$ cat config.mk
export PLATFORM = sky130hd
export DESIGN_NAME = cpu_clock_ctrl
export DESIGN_NICKNAME = d
export VERILOG_FILES = /design/src/rtl/cpu_clock_ctrl.sv
export SDC_FILE = /design/constraint.sdc
export NUM_CORES = 1
export LEC_CHECK = 0
export ABC_AREA = 1
export CORE_ASPECT_RATIO = 1.5
export CORE_UTILIZATION = 31
export DETAILED_ROUTE_END_ITERATION = 16
export SYNTH_ARGS = -nofsm -noshare
export SYNTH_HDL_FRONTEND = slang
export SYNTH_SLANG_ARGS = --single-unit
$ cat constraint.sdc
create_clock -name inp_clk -period 10.4 [get_ports inp_clk]
set_input_delay 2.08 -clock inp_clk [delete_from_list [all_inputs] [get_ports inp_clk]]
set_output_delay 2.08 -clock inp_clk [all_outputs]
set_load 0.05 [all_outputs]
$ cat src/rtl/cpu_clock_ctrl.sv
`default_nettype none
// ============================================================================
// Module   : cpu_clock_ctrl
// Purpose  : Run/halt/single-step clock controller. Divides inp_clk by a
//            programmable ratio and issues one-cycle clk_en pulses to the core.
// Revision : 1.0
// ============================================================================
module cpu_clock_ctrl #(
    parameter int DIV_W       = 8,
    parameter int CNT_W       = 32,
    parameter int DEFAULT_DIV = 2
) (
    input  logic             inp_clk,
    input  logic             rst,
    input  logic             run_req,
    input  logic             halt_req,
    input  logic             step_req,
    input  logic             cfg_we,
    input  logic [DIV_W-1:0] cfg_div,
    output logic             clk_en,
    output logic             out_clk,
    output logic [1:0]       state,
    output logic             halted,
    output logic [CNT_W-1:0] cycle_cnt
);

    typedef enum logic [1:0] {
        ST_HALT = 2'b00,
        ST_RUN  = 2'b01,
        ST_STEP = 2'b10
    } state_t;

    state_t             state_q,     state_d;
    logic [DIV_W-1:0]   div_q,       div_d;
    logic [DIV_W-1:0]   pre_q,       pre_d;
    logic               clk_en_q,    clk_en_d;
    logic               out_clk_q,   out_clk_d;
    logic [CNT_W-1:0]   cycle_cnt_q, cycle_cnt_d;

    logic [DIV_W-1:0]   d_eff;
    logic [DIV_W-1:0]   d_last;
    logic               tick_due;
    logic               pulse;

    always_comb begin
        d_eff    = (div_q == '0) ? DIV_W'(1) : div_q;
        d_last   = d_eff - DIV_W'(1);
        // A configuration write always wins over a pending tick.
        tick_due = (state_q != ST_HALT) && (pre_q == d_last) && !cfg_we;

        state_d = state_q;
        pulse   = 1'b0;
        case (state_q)
            ST_HALT: begin
                if (halt_req)      state_d = ST_HALT;
                else if (run_req)  state_d = ST_RUN;
                else if (step_req) state_d = ST_STEP;
            end
            ST_RUN: begin
                if (halt_req) state_d = ST_HALT;
                else          pulse   = tick_due;
            end
            ST_STEP: begin
                if (halt_req) begin
                    state_d = ST_HALT;
                end else if (run_req) begin
                    state_d = ST_RUN;
                    pulse   = tick_due;
                end else if (tick_due) begin
                    state_d = ST_HALT;
                    pulse   = 1'b1;
                end
            end
            default: state_d = ST_HALT;
        endcase

        div_d = cfg_we ? cfg_div : div_q;

        // Prescaler is parked at zero whenever halted or entering HALT, so a
        // restart always sees a full D-cycle interval.
        if (cfg_we || state_q == ST_HALT || state_d == ST_HALT)
            pre_d = '0;
        else if (pre_q == d_last)
            pre_d = '0;
        else
            pre_d = pre_q + DIV_W'(1);

        clk_en_d    = pulse;
        out_clk_d   = out_clk_q ^ pulse;
        cycle_cnt_d = cycle_cnt_q + CNT_W'(pulse);
    end

    always_ff @(posedge inp_clk or posedge rst) begin
        if (rst) begin
            state_q     <= ST_HALT;
            div_q       <= DIV_W'(DEFAULT_DIV);
            pre_q       <= '0;
            clk_en_q    <= 1'b0;
            out_clk_q   <= 1'b0;
            cycle_cnt_q <= '0;
        end else begin
            state_q     <= state_d;
            div_q       <= div_d;
            pre_q       <= pre_d;
            clk_en_q    <= clk_en_d;
            out_clk_q   <= out_clk_d;
            cycle_cnt_q <= cycle_cnt_d;
        end
    end

    assign clk_en    = clk_en_q;
    assign out_clk   = out_clk_q;
    assign state     = state_q;
    assign halted    = (state_q == ST_HALT);
    assign cycle_cnt = cycle_cnt_q;

endmodule
`default_nettype wire

* Word-level counts from Yosys, hierarchy flattened
Cells that the tools add are included.
Storage, ports and cells: flip-flop bits (word level) 52, bits in latches 0, RAM bits 0, bits in read-only memories 0, bits of input ports 14, output and inout port bits 37, word-level logic and storage cells 38, memories kept 0
Cells by class: $add $sub $neg 3, $mul 0, divide/modulo/power cells 0, $lt $le $gt $ge 0, equality and inequality tests 3, shifts and indexed selects 0, mux-type cells 16, bitwise operators 1, reduce and logical (&&, ||, !) cells 9
Operators by type and width (number):
- $add A32 B1 Y32 | 1
- $mux W8 | 3
- $mux W2 | 7
- $add A8 B1 Y8 const B | 1
- $eq A8 B8 Y1 | 1
- $logic_not A8 Y1 | 1
- $sub A8 B1 Y8 const B | 1
- $pmux W2 S3 | 1
- $logic_not A2 Y1 | 2
- $mux W1 | 4
- $eq A2 B1 Y1 const B | 1
- $eq A2 B2 Y1 const B | 1
- $logic_and A1 B1 Y1 | 2
- $logic_or A1 B1 Y1 | 2
- $pmux W1 S2 | 1
- $reduce_bool A2 Y1 | 1
- $logic_not A1 Y1 | 1
- $xor A1 B1 Y1 | 1

* Depth between registers and ports, before layout
Gate-level depths: netlist (run 1).
depth after elaboration 13, depth in mapped cells 31, mapped depth without buffers 31

* Least setup slack after synthesis (run 1)
Ideal clock, no wire load.
path type input-to-reg, from in cfg_we, to reg cycle_cnt_q[28] (netlist: cycle_cnt[28]), setup time 0.123 ns, data arrival time 4.105 ns, required time 10.277 ns, slack 6.172 ns, stages 16, path buffers 0, cells stage by stage nor2_1 -> nand3_1 -> inv_1 -> nand2_1 -> inv_1 -> ha_1 -> ha_1 -> nand3_2 -> nor2_2 -> and3_2 -> nand3_2 -> nor2_4 -> inv_2 -> nor3_4 -> nand3_1 -> xor2_1
Between the ends: longest elaborated chain between the ends 7, elaborated cells between the ends (all ways) 8, classes of those cells add/sub (1); mux (5); reduce/logical (2)
RTL lines:
- start: declaration | line 18 | input logic cfg_we,
- $logic_not A1 Y1 * | line 49 | tick_due = (state_q != ST_HALT) && (pre_q == d_last) && !cfg_we;
- $logic_and A1 B1 Y1 * | line 49
- $mux W1 | line 69 | end else if (tick_due) begin
- $mux W1 | line 66 | end else if (run_req) begin
- $mux W1 | line 64 | if (halt_req) begin
- $pmux W1 S2 * | line 53 | case (state_q)
- net clk_en_d | line 36 | logic clk_en_q, clk_en_d;
- $add A32 B1 Y32 * | line 90 | cycle_cnt_d = cycle_cnt_q + CNT_W'(pulse);
- net cycle_cnt_d[28] | line 38 | logic [CNT_W-1:0] cycle_cnt_q, cycle_cnt_d;
- end signal: assignment | line 107 | cycle_cnt_q <= cycle_cnt_d;
- end: declaration | line 38
Mark *: on every way through the listed nets, which the timed path passes. The rest lies on a longest branch. A chain may end at the register's enable or synchronous reset.

* Worst setup path in the final report (run 1)
Ends and elaborated chain as after synthesis.

==> results of run 1 <==
==> routing by layer <==
layer	track usage, %	vias up
met5	0	-
met3	2.491	7
met1	15.60	1026
met2	25.16	42
li1	-	1111
met4	4.353	0
==> logic make-up (layout without fill, tap and decap cells) <==
kind of cell | after synthesis | count (layout) | share of synthesized area, %
compound gates | 12 | 12 | 2.123
xor+xnor | 40 | 40 | 12.13
fa+ha+maj | 8 | 8 | 3.466
buf+inv | 47 | 103 | 6.152
flops | 52 | 52 | 45.10
mux | 1 | 1 | 0.3899
simple gates | 161 | 161 | 30.63
==> cells in the mapped netlist (all sizes together) <==
library cell	instances
nand2	71
dfrtp	51
inv	45
nor2	41
nand3	28
xor2	27
xnor2	13
o21ai	9
ha	8
nor3	7
nand4	5
nand3b	4
a21oi	2
and3	2
clkbuf	2
nor4	2
a31oi	1
dfstp	1
mux2	1
nor4b	1
==> registers in the layout, summed over array words and instances, names as in the netlist <==
name	cells
state	2
cycle_cnt	32
out_clk	1
pre_q	8
clk_en	1
div_q	8
==> cell type report <==
cell class	count	share of cell area (%)
Clock buffer	6	3.501
Clock inverter	2	0.9517
Sequential cell	52	35.38
Multi-Input combinational cell	222	38.24
Inverter	45	4.589
Tap cell	110	3.739
Timing Repair Buffer	50	13.60
==> final timing paths <==
| check | startpoint | endpoint | slack [ns] | depth (start not counted) |
|---|---|---|---|---|
| min in group asynchronous | rst | cycle_cnt[1]$_DFF_PP0_ | 2.38 | 2 |
| hold reg to reg | cycle_cnt[31]$_DFF_PP0_ | cycle_cnt[31]$_DFF_PP0_ | 0.48 | 1 |
| setup reg to reg | div_q[5]$_DFFE_PP0P_ | cycle_cnt[28]$_DFF_PP0_ | 6.47 | 29 |
| max in group asynchronous | rst | cycle_cnt[8]$_DFF_PP0_ | 7.31 | 2 |
| hold / removal | cycle_cnt[31]$_DFF_PP0_ | cycle_cnt[31]$_DFF_PP0_ | 0.48 | 1 |
| setup / recovery | cfg_we | cycle_cnt[28]$_DFF_PP0_ | 5.53 | 17 |
==> power breakdown <==
part           internal [mW]  total [mW]  switching [mW]  leakage [nW]
Clock                  0.113       0.184          0.0711        0.0808
Combinational         0.0213      0.0585          0.0372          1.05
Sequential             0.207       0.213         0.00611         0.687
Total                  0.341       0.456           0.114          1.82
==> metrics.md, run 1 <==
| Metric | Value |
|---|---|
| Outcome | `finished clean` |
| Total congestion overflow | `0` |
| Non-filler cells, final | `487` |
| Total of fill cells in the finished design | `922` |
| Resized Gates After CTS | `0` |
| Post-placement cell count | `479` |
| Via-to-Cell Ratio | `4.489` |
| Worst min-delay path class | `reg -> reg` |
| Detailed-route DRC error count | `0` |
| Pre-CTS setup slack | `5.179 ns` |
| Count of hold buffers inserted by post-cts repair | `0` |
| # nets final | `398` |
| Area fraction of the dominant cell type after synthesis | `44.19%` |
| Multi-input gate area in the final layout | `0.001408 mm2` |
| Number of antenna violations at the first check in global routing | `0` |
| Power density over cell area | `123.9 mW/mm2` |
| Peak Freq | `0.2054 GHz` |
| Global routing usage summed across all routing layers | `13.73%` |
| Leading cell type in the layout, fill and taps excluded | `sky130_fd_sc_hd__nand2_1` |
| CTS tree | `built` |
| VDD IR max | `0.08657 mV` |
| Pins Over Slew Limit | `0` |
| Initial cell density of the core | `32.32%` |
| CTS H-tree lvls | `2` |
| Synthesis-to-finish area growth | `27.47%` |
| Post-Syn Nets | `343` |
| Final worst setup slack | `5.532 ns` |
| Data arrival, critical path | `5.05 ns` |
| Worst path max stage delay | `0.64 ns` |
| Actual transition at the worst max-transition pin | `1.117 ns` |
| Number of placement rows | `42` |
| Avg WL per Cell | `12.38 um` |
| Clock insertion delay at the later pin of the skew report | `0.29 ns` |
| Post-synthesis cell type count | `32` |
| DIE WIDTH | `80.81 um` |
| HPWL after DPL | `4496 um` |
| Crit path max fanout | `16` |
| Routed length on met2 | `3191 um` |
| Routability-driven placement congestion ratio | `0.7763` |
| First-pass iteration count of the detailed router | `4` |
| Post-route fraction of the period consumed by the critical path | `46.81%` |
| CP delay by family, top | `simple AND/OR/NAND/NOR gates` |
| Crit path capture type | `register` |
| Count of final hold-check violations | `0` |
| Worst Clk Skew | `0.005694 ns` |
| Synthesized cell area | `0.002888 mm2` |
| Clock buffer count from CTS | `5` |
| Maximum Capacitance Violations | `0` |
| Maximum clock insertion buffer count | `2` |
| Die Height | `120.2 um` |
| Critical path class | `in -> reg` |
| Share of post-route cells with drive strength above 1 | `14.59%` |
| Number of antenna repair diodes | `0` |
| Final wirelength | `6029 um` |
| Final standard cell utilization of the core | `41.20%` |
| Maximum number of pins on one net before global-route repair | `53` |
| Cell area after placement | `0.003517 mm2` |
| Setup repair after global routing missed its margin | `no` |
| Wire length of the first global-routing pass | `10360 um` |
| Library cell with the largest summed area after synthesis | `sky130_fd_sc_hd__dfrtp_1` |
| Drt first-iter violations | `111` |
| Required arrival time at the worst endpoint | `10.58 ns` |
| Setup tns final | `0 ns` |
| Root Buffer | `sky130_fd_sc_hd__clkbuf_16` |
| Reported leakage power | `1.818 nW` |
| Crit path buf inv count | `4` |
| Top-level I/O count | `51` |
| Gate count after technology mapping | `321` |
| Port-buffer cells | `50` |
| Residual antenna-violating net count after detailed routing | `0` |
| Top area cells in the synthesized netlist | `sky130_fd_sc_hd__dfrtp_1 (44%), sky130_fd_sc_hd__xor2_1 (8.2%), sky130_fd_sc_hd__nand2_1 (8.1%)` |
| Worst relative slew slack | `25.51%` |
| Sequential cell area | `0.001303 mm2` |
| Slowest library cell on the worst path | `sky130_fd_sc_hd__clkdlybuf4s50_1` |
| Most frequent cells in the layout | `sky130_fd_sc_hd__nand2_1 (62), sky130_fd_sc_hd__dfrtp_1 (51), sky130_fd_sc_hd__clkdlybuf4s50_1 (50)` |
| Post-route minimum period | `4.868 ns` |
| Clock input transition at the sequential cells of the worst setup and hold paths | `0.07 ns` |
| Via count of the routed design | `2186` |
| Post-Synthesis Mean Instance Area | `8.996 um2` |
| Final Setup Violations | `0` |
| Cell breakdown of the critical path | `clkdlybuf4s50_1 > nor2_1 > nand3_1 > inv_1 > nand2_1 > inv_1 > ha_1 > ha_1 > nand3_2 > nor2_2 > and3_2 > nand3_2 > nor2_4 > inv_2 > nor3_4 > nand3_1 > xor2_1` |
| Met3 wire length | `205 um` |
| Top layer in use | `met4` |
| Warning count from the yosys run | `0` |
| Die area | `0.009714 mm2` |
| Tot Pwr | `0.4560 mW` |
| Area of all placed cells without fillers | `0.003681 mm2` |
| Hold Slack | `0.4751 ns` |
| Element type at the critical path start | `input port` |
| Clock net sink count | `52` |
| Core ar. | `0.008934 mm2` |
| Sequential element share of the synthesized area | `45.10%` |
| Number of global-route vias before repair | `2259` |
| Met1 Wirelength | `2549 um` |
| Post-CTS setup repair buffer count | `0` |
| Post-synthesis sequential element count | `52` |
Power figures use the tool's default switching activity.
==> run 2, diff against run 1 <==
clock period = 4.1 ns   (was 10.4 ns; I/O delays follow)
==> run 2 against run 1 <==
Utilization rose by 1.2 points. Die area did not move. Count of clock-buffer cells in the layout did not move. Sequential share of layout area fell by 0.98 points. Worst setup slack got worse by 5.2 ns. Cell area rose by 2.9%. First-iteration DRC count fell by 18%. Critical endpoint unchanged. Largest power group unchanged.
==> metrics.md, run 2 (same netlist as run 1, synthesis figures left out) <==
| Metric | Value |
|---|---|
| Outcome | `finished clean` |
| Clock buffer count from CTS | `5` |
| Core ar. | `0.008934 mm2` |
| Worst min-delay path class | `reg -> reg` |
| Setup tns final | `0 ns` |
| Post-route fraction of the period consumed by the critical path | `92.23%` |
| Global routing usage summed across all routing layers | `13.70%` |
| Routability-driven placement congestion ratio | `0.8239` |
| Area of all placed cells without fillers | `0.003786 mm2` |
| Leading cell type in the layout, fill and taps excluded | `sky130_fd_sc_hd__nand2_1` |
| # nets final | `403` |
| Final standard cell utilization of the core | `42.38%` |
| Setup repair after global routing missed its margin | `no` |
| Critical path class | `reg -> reg` |
| Post-route minimum period | `3.781 ns` |
| Count of final hold-check violations | `0` |
| Count of hold buffers inserted by post-cts repair | `0` |
| Maximum Capacitance Violations | `0` |
| Root Buffer | `sky130_fd_sc_hd__clkbuf_16` |
| Number of antenna violations at the first check in global routing | `0` |
| Initial cell density of the core | `32.32%` |
| Crit path capture type | `register` |
| Wire length of the first global-routing pass | `10270 um` |
| Flip-flop count of the largest register after layout | `32` |
| Drt first-iter violations | `91` |
| Number of antenna repair diodes | `0` |
| Die area | `0.009714 mm2` |
| Number of placement rows | `42` |
| Clock net sink count | `52` |
| Maximum clock insertion buffer count | `2` |
| Residual antenna-violating net count after detailed routing | `0` |
| Post-placement cell count | `481` |
| Via count of the routed design | `2241` |
| CTS H-tree lvls | `2` |
| CTS tree | `built` |
| HPWL after DPL | `4686 um` |
| Worst relative slew slack | `60.21%` |
| Clock input transition at the sequential cells of the worst setup and hold paths | `0.07 ns` |
| Pins Over Slew Limit | `0` |
| Element type at the critical path start | `register` |
| Share of post-route cells with drive strength above 1 | `17.54%` |
| Port-buffer cells | `50` |
| Die Height | `120.2 um` |
| Total of fill cells in the finished design | `898` |
| Clock insertion delay at the later pin of the skew report | `0.30 ns` |
| Final Setup Violations | `0` |
| Required arrival time at the worst endpoint | `4.28 ns` |
| Data arrival, critical path | `3.96 ns` |
| Number of global-route vias before repair | `2278` |
| Power density over cell area | `314.9 mW/mm2` |
| Worst Clk Skew | `0.008652 ns` |
| Avg WL per Cell | `12.52 um` |
| Reported leakage power | `1.842 nW` |
| Maximum number of pins on one net before global-route repair | `28` |
| Top-level I/O count | `51` |
| Detailed-route DRC error count | `0` |
| Worst path max stage delay | `0.43 ns` |
| DIE WIDTH | `80.81 um` |
| Non-filler cells, final | `492` |
| Via-to-Cell Ratio | `4.555` |
| Actual transition at the worst max-transition pin | `0.5959 ns` |
| Peak Freq | `0.2644 GHz` |
| Most frequent cells in the layout | `sky130_fd_sc_hd__nand2_1 (62), sky130_fd_sc_hd__dfrtp_1 (51), sky130_fd_sc_hd__clkdlybuf4s50_1 (50)` |
| Multi-input gate area in the final layout | `0.001461 mm2` |
| Cell area after placement | `0.003532 mm2` |
| Final wirelength | `6160 um` |
| First-pass iteration count of the detailed router | `4` |
| Total congestion overflow | `0` |
| Slowest library cell on the worst path | `sky130_fd_sc_hd__dfrtp_1` |
| Synthesis-to-finish area growth | `31.11%` |
| VDD IR max | `0.1509 mV` |
| Sequential cell area | `0.001303 mm2` |
| Crit path max fanout | `6` |
[run 2: where the power goes]
part	internal [mW]	switching [mW]	leakage, nW	total, mW
Sequential	0.525	0.0164	0.687	0.541
Clock	0.306	0.192	0.0871	0.498
Combinational	0.0576	0.0960	1.07	0.154
[run 2: final cells by class]
| cell class | count | area share [%] |
|---|---|---|
| well taps | 110 | 3.635 |
| inverters | 45 | 4.461 |
| clock inverters | 2 | 1.024 |
| clock buffers | 6 | 3.668 |
| flip-flops and latches | 52 | 34.40 |
| repair buffers | 55 | 14.21 |
| multi-input cells | 222 | 38.60 |
[run 2: through the flow]
stage,hold slack (ns),power [mW],setup WS [ns]
after global routing,0.4928,1.244,0.004527
after CTS,0.4744,1.205,0.1972
after floorplan,0.4861,0.6529,0.6133
final,0.4646,1.192,0.3185
after global placement,0.4592,0.7005,0.3547
after detailed placement,0.4659,0.7021,0.2219
[run 2: path summary, 6_finish.rpt]
check	endpoint	slack, ns	startpoint	cells past startpoint
worst max-delay path	cycle_cnt[28]$_DFF_PP0_	0.32	div_q[2]$_DFFE_PP0P_	27
worst min-delay path	cycle_cnt[31]$_DFF_PP0_	0.46	cycle_cnt[31]$_DFF_PP0_	1
worst max register to register	cycle_cnt[28]$_DFF_PP0_	0.32	div_q[2]$_DFFE_PP0P_	27
worst min register to register	cycle_cnt[31]$_DFF_PP0_	0.46	cycle_cnt[31]$_DFF_PP0_	1
max in group asynchronous	cycle_cnt[28]$_DFF_PP0_	2.40	rst	3
min in group asynchronous	cycle_cnt[5]$_DFF_PP0_	0.91	rst	2
[run 2: worst max-delay path: cells and delay by family (launching register included)]
| kind | cells | cell delay (ns) |
|---|---|---|
| fa+ha+maj | 3 | 0.61 |
| simple gates | 17 | 1.99 |
| flops | 1 | 0.43 |
| buf+inv | 5 | 0.36 |
| xor+xnor | 2 | 0.28 |
[run 2: per-layer routing]
metal	wire, um	global-route usage [%]	up-vias
met2	3279	24.05	43
met3	195	2.491	12
met1	2529	15.69	1065
met4	155	6.250	0
li1	-	-	1121
met5	0	0	-
[run 2: what timing repair did]
action / CTS / global route
hold endpoints to repair: 0 / 0
resized for setup: 0 / 11
setup buffers: 0 / 3
endpoints found under the setup margin: 0 / 7
==> run 3, diff against run 2 <==
SKIP_CTS_REPAIR_TIMING = 1   (was unset)
==> results of run 3 <==
Final layout, timing and power as in run 2 (identical DEF).
